<file path="src/rtl/sr_cmd_gen.sv">
// Button-to-SR command stage: sync, debounce, arbitrate, pulse, hold-off.
// Optional toggle button enabled by defining SR_CMD_TOGGLE_EN.
module sr_cmd_gen #(
  parameter int DEBOUNCE_CYCLES = 4,
  parameter int HOLDOFF_CYCLES  = 3,
  parameter int CNT_W           = 8
) (
  input  logic clk,
  input  logic rst,
  input  logic set_btn,
  input  logic clr_btn,
`ifdef SR_CMD_TOGGLE_EN
  input  logic tog_btn,
`endif
  output logic s_out,
  output logic r_out,
  output logic conflict,
  output logic busy
);

`ifdef SR_CMD_TOGGLE_EN
  localparam int NB = 3;
`else
  localparam int NB = 2;
`endif

  localparam logic [CNT_W-1:0] DB = CNT_W'(DEBOUNCE_CYCLES);
  localparam logic [CNT_W-1:0] HO = CNT_W'(HOLDOFF_CYCLES);

  typedef enum logic [1:0] {
    IDLE,
    S_PULSE,
    R_PULSE,
    HOLD
  } state_e;

  logic [NB-1:0] btn;
  logic [NB-1:0] sync1_q, sync2_q;
  logic [NB-1:0] stable_q, stable_d;
  logic [NB-1:0] ev_q, ev_d;
  logic [CNT_W-1:0] cnt_q [NB];
  logic [CNT_W-1:0] cnt_d [NB];

  state_e state_q, state_d;
  logic [CNT_W-1:0] hold_q, hold_d;
  logic s_q, r_q, conf_q, busy_q;
  logic conf_d;
  logic multi;

`ifdef SR_CMD_TOGGLE_EN
  logic q_shadow_q, q_shadow_d;
  assign btn = {tog_btn, clr_btn, set_btn};
`else
  assign btn = {clr_btn, set_btn};
`endif

  // Stable level only moves after DB consecutive differing samples.
  always_comb begin
    stable_d = stable_q;
    ev_d     = '0;
    cnt_d    = cnt_q;
    for (int i = 0; i < NB; i++) begin
      if (cnt_q[i] == DB) begin
        stable_d[i] = sync2_q[i];
        ev_d[i]     = sync2_q[i] & ~stable_q[i];
        cnt_d[i]    = '0;
      end else if (sync2_q[i] != stable_q[i]) begin
        cnt_d[i] = (cnt_q[i] == '1) ? cnt_q[i]
                 : cnt_q[i] + 1'b1;
      end else begin
        cnt_d[i] = '0;
      end
    end
  end

  assign multi = |(ev_q & (ev_q - 1'b1));

  always_comb begin
    state_d = state_q;
    hold_d  = hold_q;
    conf_d  = 1'b0;
    unique case (state_q)
      IDLE: begin
        if (multi) begin
          conf_d = 1'b1;
        end else begin
          unique case (1'b1)
            ev_q[0]: state_d = S_PULSE;
            ev_q[1]: state_d = R_PULSE;
`ifdef SR_CMD_TOGGLE_EN
            ev_q[2]: state_d = q_shadow_q ? R_PULSE
                                          : S_PULSE;
`endif
            default: state_d = IDLE;
          endcase
        end
      end
      S_PULSE, R_PULSE: begin
        hold_d  = '0;
        state_d = (HO != '0) ? HOLD : IDLE;
      end
      HOLD: begin
        if (hold_q >= HO - 1'b1) begin
          state_d = IDLE;
        end else begin
          hold_d = hold_q + 1'b1;
        end
      end
      default: state_d = IDLE;
    endcase
  end

`ifdef SR_CMD_TOGGLE_EN
  always_comb begin
    q_shadow_d = q_shadow_q;
    if (state_d == S_PULSE) q_shadow_d = 1'b1;
    if (state_d == R_PULSE) q_shadow_d = 1'b0;
  end

  always_ff @(posedge clk or negedge rst) begin
    if (!rst) q_shadow_q <= 1'b0;
    else      q_shadow_q <= q_shadow_d;
  end
`endif

  always_ff @(posedge clk or negedge rst) begin
    if (!rst) begin
      sync1_q  <= '0;
      sync2_q  <= '0;
      stable_q <= '0;
      ev_q     <= '0;
      cnt_q    <= '{default: '0};
      state_q  <= IDLE;
      hold_q   <= '0;
      s_q      <= 1'b0;
      r_q      <= 1'b0;
      conf_q   <= 1'b0;
      busy_q   <= 1'b0;
    end else begin
      sync1_q  <= btn;
      sync2_q  <= sync1_q;
      stable_q <= stable_d;
      ev_q     <= ev_d;
      cnt_q    <= cnt_d;
      state_q  <= state_d;
      hold_q   <= hold_d;
      s_q      <= (state_d == S_PULSE);
      r_q      <= (state_d == R_PULSE);
      conf_q   <= conf_d;
      busy_q   <= (state_d != IDLE);
    end
  end

  assign s_out    = s_q;
  assign r_out    = r_q;
  assign conflict = conf_q;
  assign busy     = busy_q;

endmodule
</file>
<file path="config.mk">
export PLATFORM = sky130hd
export DESIGN_NAME = sr_cmd_gen
export DESIGN_NICKNAME = d
export VERILOG_FILES = /design/src/rtl/sr_cmd_gen.sv
export SDC_FILE = /design/constraint.sdc
export NUM_CORES = 1
export LEC_CHECK = 0
export CORE_MARGIN = 8
export CORE_UTILIZATION = 29
export CTS_BUF_LIST = sky130_fd_sc_hd__clkbuf_16
export DETAILED_ROUTE_END_ITERATION = 6
export HOLD_SLACK_MARGIN = 0.12
export PLACE_DENSITY = 0.53
export SETUP_SLACK_MARGIN = 0.1
export SYNTH_ARGS = -nofsm -noshare
export SYNTH_HDL_FRONTEND = slang
export SYNTH_SLANG_ARGS = --single-unit
</file>
<file path="constraint.sdc">
create_clock -name clk -period 5 [get_ports clk]
set_clock_uncertainty 0.15 [all_clocks]
set_input_delay 0.5 -clock clk [delete_from_list [all_inputs] [get_ports clk]]
set_output_delay 0.5 -clock clk [all_outputs]
set_load 0.05 [all_outputs]
</file>
======== Yosys cells after proc, flatten, opt, wreduce, memory -nomap -nowiden ========
Index checks and enable logic that the tools add are counted.
word-level totals
  flip-flop bits (word level) ............. 38
  bits in latches ......................... 0
  bits in writable memories ............... 0
  ROM bits ................................ 0
  word-level logic and storage cells ...... 59
  memories kept ........................... 0
operators by class
  $add $sub $neg .......................... 4
  $mul .................................... 0
  divide/modulo/power cells ............... 0
  $lt $le $gt $ge ......................... 1
  equal/unequal tests ..................... 14
  shifts and indexed selects .............. 0
  multiplexer cells ....................... 16
  bitwise logic cells ..................... 5
  reduce and logical (&&, ||, !) cells .... 6
operators with widths
  cell                                                  number
  2-to-1 mux 8 bit                                      7
  adder 8 x 1 -> 8 bit (second input constant)          3
  equality test 8 x 3 -> 1 bit (second input constant)  2
  equality test 8 bit (second input constant)           2
  case mux 8 bit (2 select lines)                       1
  >= comparator 8 x 2 -> 1 bit (second input constant)  1
  equality test 2 bit (second input constant)           3
  != test 3 bit (second input constant)                 2
  case mux 2 bit (3 select lines)                       1
  equality test 2 x 1 -> 1 bit (second input constant)  2
  2-to-1 mux 1 bit                                      4
  2-to-1 mux 2 bit                                      2
  case mux 2 bit (2 select lines)                       1
  nonzero test 2 bit                                    2
  OR reduction 2 bit                                    2
  bitwise AND 1 bit                                     2
  bitwise AND 2 bit                                     1
  zero test 2 bit                                       1
  != test 1 bit                                         2
  != test 2 bit (second input constant)                 1
  inverter 1 bit                                        2
  AND reduction 2 bit                                   1
  subtractor 2 x 1 -> 2 bit (second input constant)     1

======== Depth between registers and ports, before layout ========
Gate-level depths: netlist of the first run.
  word-level depth ........................ 6
  depth in mapped cells ................... 7
  gate-level depth less buffers ........... 7

======== Worst setup path before layout of the first run ========
Ideal clock, no wire load.
  kind .................................... reg-to-reg
  start point ............................. register sync2_q[0]
  end point ............................... register cnt_q[10] (netlist name)
  arrival ................................. 1527 ps
  data required time ...................... 4785 ps
  slack ................................... 3259 ps
  stages on the path, launching flop included .. 7
  clock period less this slack ............ 1741 ps
  path through ............................ dfrtp_1 -> ha_1 -> nand3b_1 -> or3_1 -> buf_6 -> a31oi_1 -> o21a_1
on the way
  cells in the longest elaborated chain, start to end .. 3
  elaborated cells on any way between the ends .. 4
  classes of those cells .................. eq/ne (2); mux (2)
RTL lines
  what                    line  RTL
  start, declared         38    logic [NB-1:0] sync1_q, sync2_q;
  start signal, assigned  141   sync2_q <= sync1_q;
  != test 1 bit *         67    end else if (sync2_q[i] != stable_q[i]) begin
  2-to-1 mux 8 bit        67
  2-to-1 mux 8 bit        63    if (cnt_q[i] == DB) begin
  end signal, assigned    144   cnt_q <= cnt_d;
  end, declared           41    logic [CNT_W-1:0] cnt_q [NB];
Mark *: on every way between the ends. The rest lies on a longest branch, timed or not.
A chain may end at the register's enable or synchronous reset.

======== Worst setup path in the final report of the first run ========
  start point ............................. register s_q (netlist: s_out)
  end point ............................... output port s_out
RTL lines
  what                    line  RTL
  start, declared         46    logic s_q, r_q, conf_q, busy_q;
  start signal, assigned  147   s_q <= (state_d == S_PULSE);
  end, declared           15    output logic s_out,
No word-level cell between the ends.

==> results.sh, run 1 <==
export IMPL_cp_required_ns=4.35
export IMPL_placed_area_sq_um=1890
export IMPL_syn_area_sq_um=1750
export IMPL_cts_resized=0
export IMPL_crit_type="reg2out"
export IMPL_critPathTopFamily="buffers and inverters"
export IMPL_setup_viol=0
export IMPL_dr_pass1_iters=4
export IMPL_p_sw_share_pct=25.7
export IMPL_arrival_ns=1.40
export IMPL_synth_warnings=0
export IMPL_ys_seq_elements=38
export IMPL_drive_gt1_share_pct=7.30
export IMPL_cts_made_buffers=5
export IMPL_portBuffers=7
export IMPL_fillCellCount=590
export IMPL_power_density_nw_per_um2=446
export IMPL_synthXorXnorAreaFrac_pct=1.50
export IMPL_postCtsHoldBufs=0
export IMPL_grt_overflow_total=0
export IMPL_finalCriticalPeriod_ns=2.05
export IMPL_slew_headroom_pct=43.4
export IMPL_layout_area_seq_sq_um=951
export IMPL_finalCritPeriodShare_pct=41.0
export IMPL_start_util_pct=29.7
export IMPL_post_cts_buffers=0
export IMPL_worst_hold_slack_ns=0.182
export IMPL_final_util_pct=35.2
export IMPL_p_clk_share_pct=43.4
export IMPL_antenna_found_initial=0
export IMPL_clkSinkCount=38
export IMPL_drv_cap=0
export IMPL_tns_ns=0
export IMPL_wl_per_cell_um=11.8
export IMPL_hold_viol_final=0
export IMPL_synth_top_family_by_area="simple AND/OR/NAND/NOR gates"
export IMPL_drt_iter0_markers=35
export IMPL_p_sw_mw=0.238
export IMPL_ir_worst_vdd_v=0.000155
export IMPL_h_tree_depth=2
export IMPL_grt_pass1_vias=1226
export IMPL_clk_latency_ns=0.27
export IMPL_clock_root_buffer="clkbuf_16"
export IMPL_max_freq_mhz=488
export IMPL_die_area_sq_um=8760
export IMPL_cts_buffer_depth=2
export IMPL_yosysSeqAreaShare_pct=54.4
export IMPL_place_congestion=0.775
export IMPL_pwr_share_comb_pct=16.7
export IMPL_maxSlewViolCount=0
export IMPL_path_cells="clkdlybuf4s50_1"
export IMPL_rows=28
export IMPL_cts_tree="built"
export IMPL_path_clk_slew_ns=0.06
export IMPL_synth_area_per_cell_sq_um=10.5
export IMPL_synth_simple_area_share_pct=21.8
export IMPL_ant_nets=0
export IMPL_synth_nets=181
export IMPL_synth_mux_area_share_pct=1.79
export IMPL_antennaDiodeCount=0
export IMPL_multi_input_area_sq_um=719
export IMPL_ys_types=37
export IMPL_totalWireLength_mm=2.98
export IMPL_yosys_area_share_adder_pct=7.88
export IMPL_area_delta_synth_final_pct=18.8
export IMPL_design_area_sq_um=2070
export IMPL_tightest_slew_ns=0.848
export IMPL_synth_cells=166
export IMPL_setup_ws_ns=2.95
export IMPL_outcome="finished clean"
export IMPL_grt_max_degree=39
export IMPL_synth_compound_area_share_pct=8.17
export IMPL_hold_path_class="in2async"
export IMPL_die_h_um=93.6
export IMPL_p_leak_nw=0.958
export IMPL_io_pins=8
export IMPL_worst_path_max_fanout=1
export IMPL_fp_dieW_um=93.6
export IMPL_drc_errors=0
export IMPL_start_kind="flip-flop"
export IMPL_internal_power_mw=0.687
export IMPL_path_buf_inv=1
export IMPL_coreArea_sq_um=5890
export IMPL_grt_first_pass_wirelength_mm=5.34
export IMPL_hpwl_mm=2.03
export IMPL_critPathSlowestCell="clkdlybuf4s50_1"
export IMPL_dr_total_vias=1175
export IMPL_grt_util_all_layers_pct=7.56
export IMPL_nets=192
export IMPL_p_seq_share_pct=39.9
export IMPL_rsz0062_at_grt="false"
export IMPL_critPathCaptureType="output port"
export IMPL_via_per_inst=4.64
export IMPL_pre_cts_ws_ns=3.18
export IMPL_critPathMaxStageDelay_ns=0.80
==> sequential cells by signal, summed over array words and instances, names as in the netlist <==
register and cells:
conflict 1, cnt_q 16, state_q 2, r_out 1
s_out 1, sync1_q 2, busy 1, stable_q 2
ev_q 2, hold_q 8, sync2_q 2
==> Yosys cell counts, drive strengths merged <==
library cell / n / share of area (%)
o22ai: 1 / 0.36
nor4: 2 / 0.72
nor2: 15 / 3.2
and3: 6 / 2.2
dfrtp: 38 / 54
buf: 2 / 0.93
a31oi: 6 / 2.1
and2: 7 / 2.6
nand2: 10 / 2.1
clkbuf: 1 / 0.21
nand2b: 5 / 1.8
o21a: 2 / 0.86
ha: 11 / 7.9
nor2b: 2 / 0.72
o211ai: 1 / 0.43
nand4: 1 / 0.36
nand3: 6 / 1.7
a211oi: 1 / 0.43
or3: 1 / 0.36
xor2: 1 / 0.50
nand3b: 2 / 0.86
nor3: 9 / 2.6
mux2i: 2 / 1.1
and4: 2 / 1.1
inv: 15 / 3.2
a41o: 1 / 0.64
o21ai: 6 / 1.7
a21oi: 2 / 0.57
o31a: 2 / 1.0
mux2: 1 / 0.64
xnor2: 2 / 1.0
nor4b: 3 / 1.5
==> logic make-up after synthesis <==
group	count (synthesis)
xor gates and xnor gates	3
muxes	3
adders and majority gates	11
buffers and inverters	18
and+or+nand+nor	71
DFF	38
AOI/OAI and AO/OA	22
==> through the flow <==
| step | std cells | total power [mW] |
|---|---|---|
| after floorplan | 166 | 0.487 |
| after global placement | 245 | 0.532 |
| after detailed placement | 245 | 0.531 |
| after CTS | 253 | 0.938 |
| after global routing | 253 | 0.978 |
| final | 253 | 0.925 |
==> cell usage in the layout, fill, tap and decap left out, drive strengths merged, types with 2 or more instances in the layout <==
cell and count:
a21oi 2, a31oi 6, and2 7, and3 6
and4 2, bufinv 2, clkbuf 5, clkdlybuf4s50 6
dfrtp 38, ha 11, inv 15, mux2i 2
nand2 10, nand2b 5, nand3 6, nand3b 2
nor2 15, nor2b 2, nor3 9, nor4 2
nor4b 3, o21a 2, o21ai 6, o31a 2
xnor2 2
==> cell type report <==
cell class	instances	share of cell area (%)
clock buffer	5	6.03
tap	75	4.52
timing repair buffer	7	3.14
inverter	15	2.71
sequential	38	45.8
multi-input combinational	110	34.7
clock inverter	3	3.08
==> power by group through the flow <==
stage          registers [mW]  logic (mW)  clock network [mW]
6_report                0.369       0.154               0.401
2_1_floorplan           0.376       0.111                   0
3_3_place_gp            0.374       0.158                   0
5_1_grt                 0.374       0.180               0.424
4_1_cts                 0.368       0.158               0.412
3_5_place_dp            0.374       0.157                   0
==> final timing paths <==
path,startpoint,slack (ns),cells after the start,to
max,s_out,2.95,1,s_out
min,rst,0.18,1,s_out
max reg2reg,sync2_q[0],3.16,5,cnt_q[12]
min reg2reg,sync1_q[1],0.20,0,sync2_q[1]
max in group asynchronous,rst,3.98,1,cnt_q[15]
min in group clk,sync1_q[1],0.20,0,sync2_q[1]
==> metal layers <==
metal	GRT usage (%)	wire length, um	up-vias
met5	0	0	-
met4	4.36	63	0
met3	2.56	130	5
met2	12.3	1320	16
met1	8.43	1460	563
li1	-	-	591
Note: power is estimated with default switching activity, not from simulation.
==> run 2: changes to the inputs <==
==> constraint.sdc (replaced) <==
create_clock -name clk -period 2 [get_ports clk]
set_clock_uncertainty 0.15 [all_clocks]
set_input_delay 0.2 -clock clk [delete_from_list [all_inputs] [get_ports clk]]
set_output_delay 0.2 -clock clk [all_outputs]
set_load 0.05 [all_outputs]
==> run 2 against run 1 <==
Sequential power is 150% higher. Flip-flop and latch count stayed put. Utilization is 0.49 points lower. Cell area is 1.4% lower. Hold slack better by 0.014 ns. Register-to-register slack worse by 2.9 ns. Die area stayed put. Largest cell class unchanged.
==> results.sh, run 2 (synthesis gave the netlist of run 1 again) <==
export IMPL_grt_overflow_total=0
export IMPL_finalCritPeriodShare_pct=88.5
export IMPL_setup_viol=0
export IMPL_cts_made_buffers=5
export IMPL_maxSlewViolCount=0
export IMPL_p_clk_share_pct=36.0
export IMPL_internal_power_mw=1.46
export IMPL_fp_dieW_um=93.6
export IMPL_grt_max_degree=39
export IMPL_critPathCaptureType="flip-flop"
export IMPL_reg_largest_list="cnt_q (16), hold_q (8)"
export IMPL_p_leak_nw=0.950
export IMPL_tightest_slew_ns=0.494
export IMPL_largest_reg_flops=16
export IMPL_hold_viol_final=0
export IMPL_p_seq_share_pct=44.9
export IMPL_power_density_nw_per_um2=1000
export IMPL_crit_type="reg2reg"
export IMPL_cts_tree="built"
export IMPL_grt_util_all_layers_pct=8.07
export IMPL_multi_input_area_sq_um=724
export IMPL_rsz0062_at_grt="false"
export IMPL_arrival_ns=1.84
export IMPL_p_sw_share_pct=28.8
export IMPL_clock_root_buffer="clkbuf_16"
export IMPL_h_tree_depth=2
export IMPL_largest_register="cnt_q"
export IMPL_pwr_share_comb_pct=19.2
export IMPL_max_freq_mhz=565
export IMPL_ant_nets=0
export IMPL_via_per_inst=4.56
export IMPL_ir_worst_vdd_v=0.000354
export IMPL_io_pins=8
export IMPL_cts_buffer_depth=2
export IMPL_clkSinkCount=38
export IMPL_path_clk_slew_ns=0.06
export IMPL_drt_iter0_markers=36
export IMPL_die_h_um=93.6
export IMPL_worst_path_max_fanout=7
export IMPL_antennaDiodeCount=0
export IMPL_wl_per_cell_um=11.7
export IMPL_portBuffers=7
export IMPL_outcome="finished clean"
export IMPL_totalWireLength_mm=2.98
export IMPL_hpwl_mm=1.99
export IMPL_final_common_cell="dfrtp_1"
export IMPL_p_sw_mw=0.590
export IMPL_dr_pass1_iters=4
export IMPL_tns_ns=0
export IMPL_die_area_sq_um=8760
export IMPL_place_congestion=0.756
export IMPL_finalPower_mw=2.05
export IMPL_fillCellCount=581
export IMPL_dp_cells=246
export IMPL_grt_pass1_vias=1197
export IMPL_grt_first_pass_wirelength_mm=5.55
export IMPL_start_util_pct=29.7
export IMPL_cp_required_ns=2.07
export IMPL_start_kind="flip-flop"
export IMPL_drc_errors=0
export IMPL_drive_gt1_share_pct=7.78
export IMPL_antenna_found_initial=0
export IMPL_slew_headroom_pct=67.0
export IMPL_final_cells=255
export IMPL_worst_hold_slack_ns=0.196
export IMPL_clk_latency_ns=0.28
export IMPL_layout_common_cells="dfrtp_1 (38), inv_1 (16), nor2_1 (15)"
export IMPL_drv_cap=0
export IMPL_hold_path_class="reg2reg"
export IMPL_dr_total_vias=1163
export IMPL_layout_area_seq_sq_um=951
export IMPL_nets=194
export IMPL_coreArea_sq_um=5890
export IMPL_finalCriticalPeriod_ns=1.77
export IMPL_area_delta_synth_final_pct=17.1
export IMPL_rows=28
==> run 2: critical path, cell delays in order, from the launching register on <==
cell,delay [ns]
dfrtp_1,0.37
ha_1,0.31
nand3b_1,0.18
or3_4,0.39
a31oi_1,0.18
o21a_1,0.13
==> run 2: path summary, 6_finish.rpt <==
path | startpoint | end | slack [ns] | depth (start not counted)
worst max-delay path | sync2_q[0] | cnt_q[10] | 0.23 | 5
worst min-delay path | sync1_q[1] | sync2_q[1] | 0.20 | 0
worst max register to register | sync2_q[0] | cnt_q[10] | 0.23 | 5
worst min register to register | sync1_q[1] | sync2_q[1] | 0.20 | 0
max in group asynchronous | rst | cnt_q[14] | 1.02 | 3
min in group asynchronous | rst | cnt_q[4] | 0.35 | 3
==> run 2: per-stage QoR <==
stage                     worst slack (ns)  instance area (sq um)  util, %
after global placement               0.206                   1890     32.2
after floorplan                      0.259                   1750        -
final                                0.231                   2050     34.8
after detailed placement             0.184                   1890     32.2
after global routing                 0.132                   2050     34.8
after CTS                            0.162                   2040     34.7
==> run 2: power groups by stage <==
stage	Clock, mW	Combinational [mW]	Sequential (mW)
floorplan	0	0.277	0.941
global placement	0	0.396	0.932
detailed placement	0	0.396	0.934
CTS	0.765	0.400	0.920
global route	0.804	0.455	0.935
finish	0.737	0.393	0.921
==> run 2: final cells by class <==
type                            count  share of cell area, %
Tap cell                           75                   4.59
Inverter                           15                   2.75
Sequential cell                    38                   46.5
Clock inverter                      3                  0.612
Multi-Input combinational cell    110                   35.4
Timing Repair Buffer                9                   4.04
Clock buffer                        5                   6.12
==> run 2: per-layer routing <==
| layer | vias up | GRT usage [%] | wire (um) |
|---|---|---|---|
| met5 | - | 0 | 0 |
| met2 | 15 | 11.4 | 1230 |
| met4 | 0 | 5.68 | 87 |
| met1 | 546 | 10.3 | 1550 |
| li1 | 597 | - | - |
| met3 | 5 | 2.40 | 106 |
==> run 2: timing repair <==
item	4_1_cts	5_1_grt
gates resized for setup	0	1
setup endpoints to repair	0	2
hold buffers	1	0
hold endpoints to repair	38	0
buffers inserted	0	0
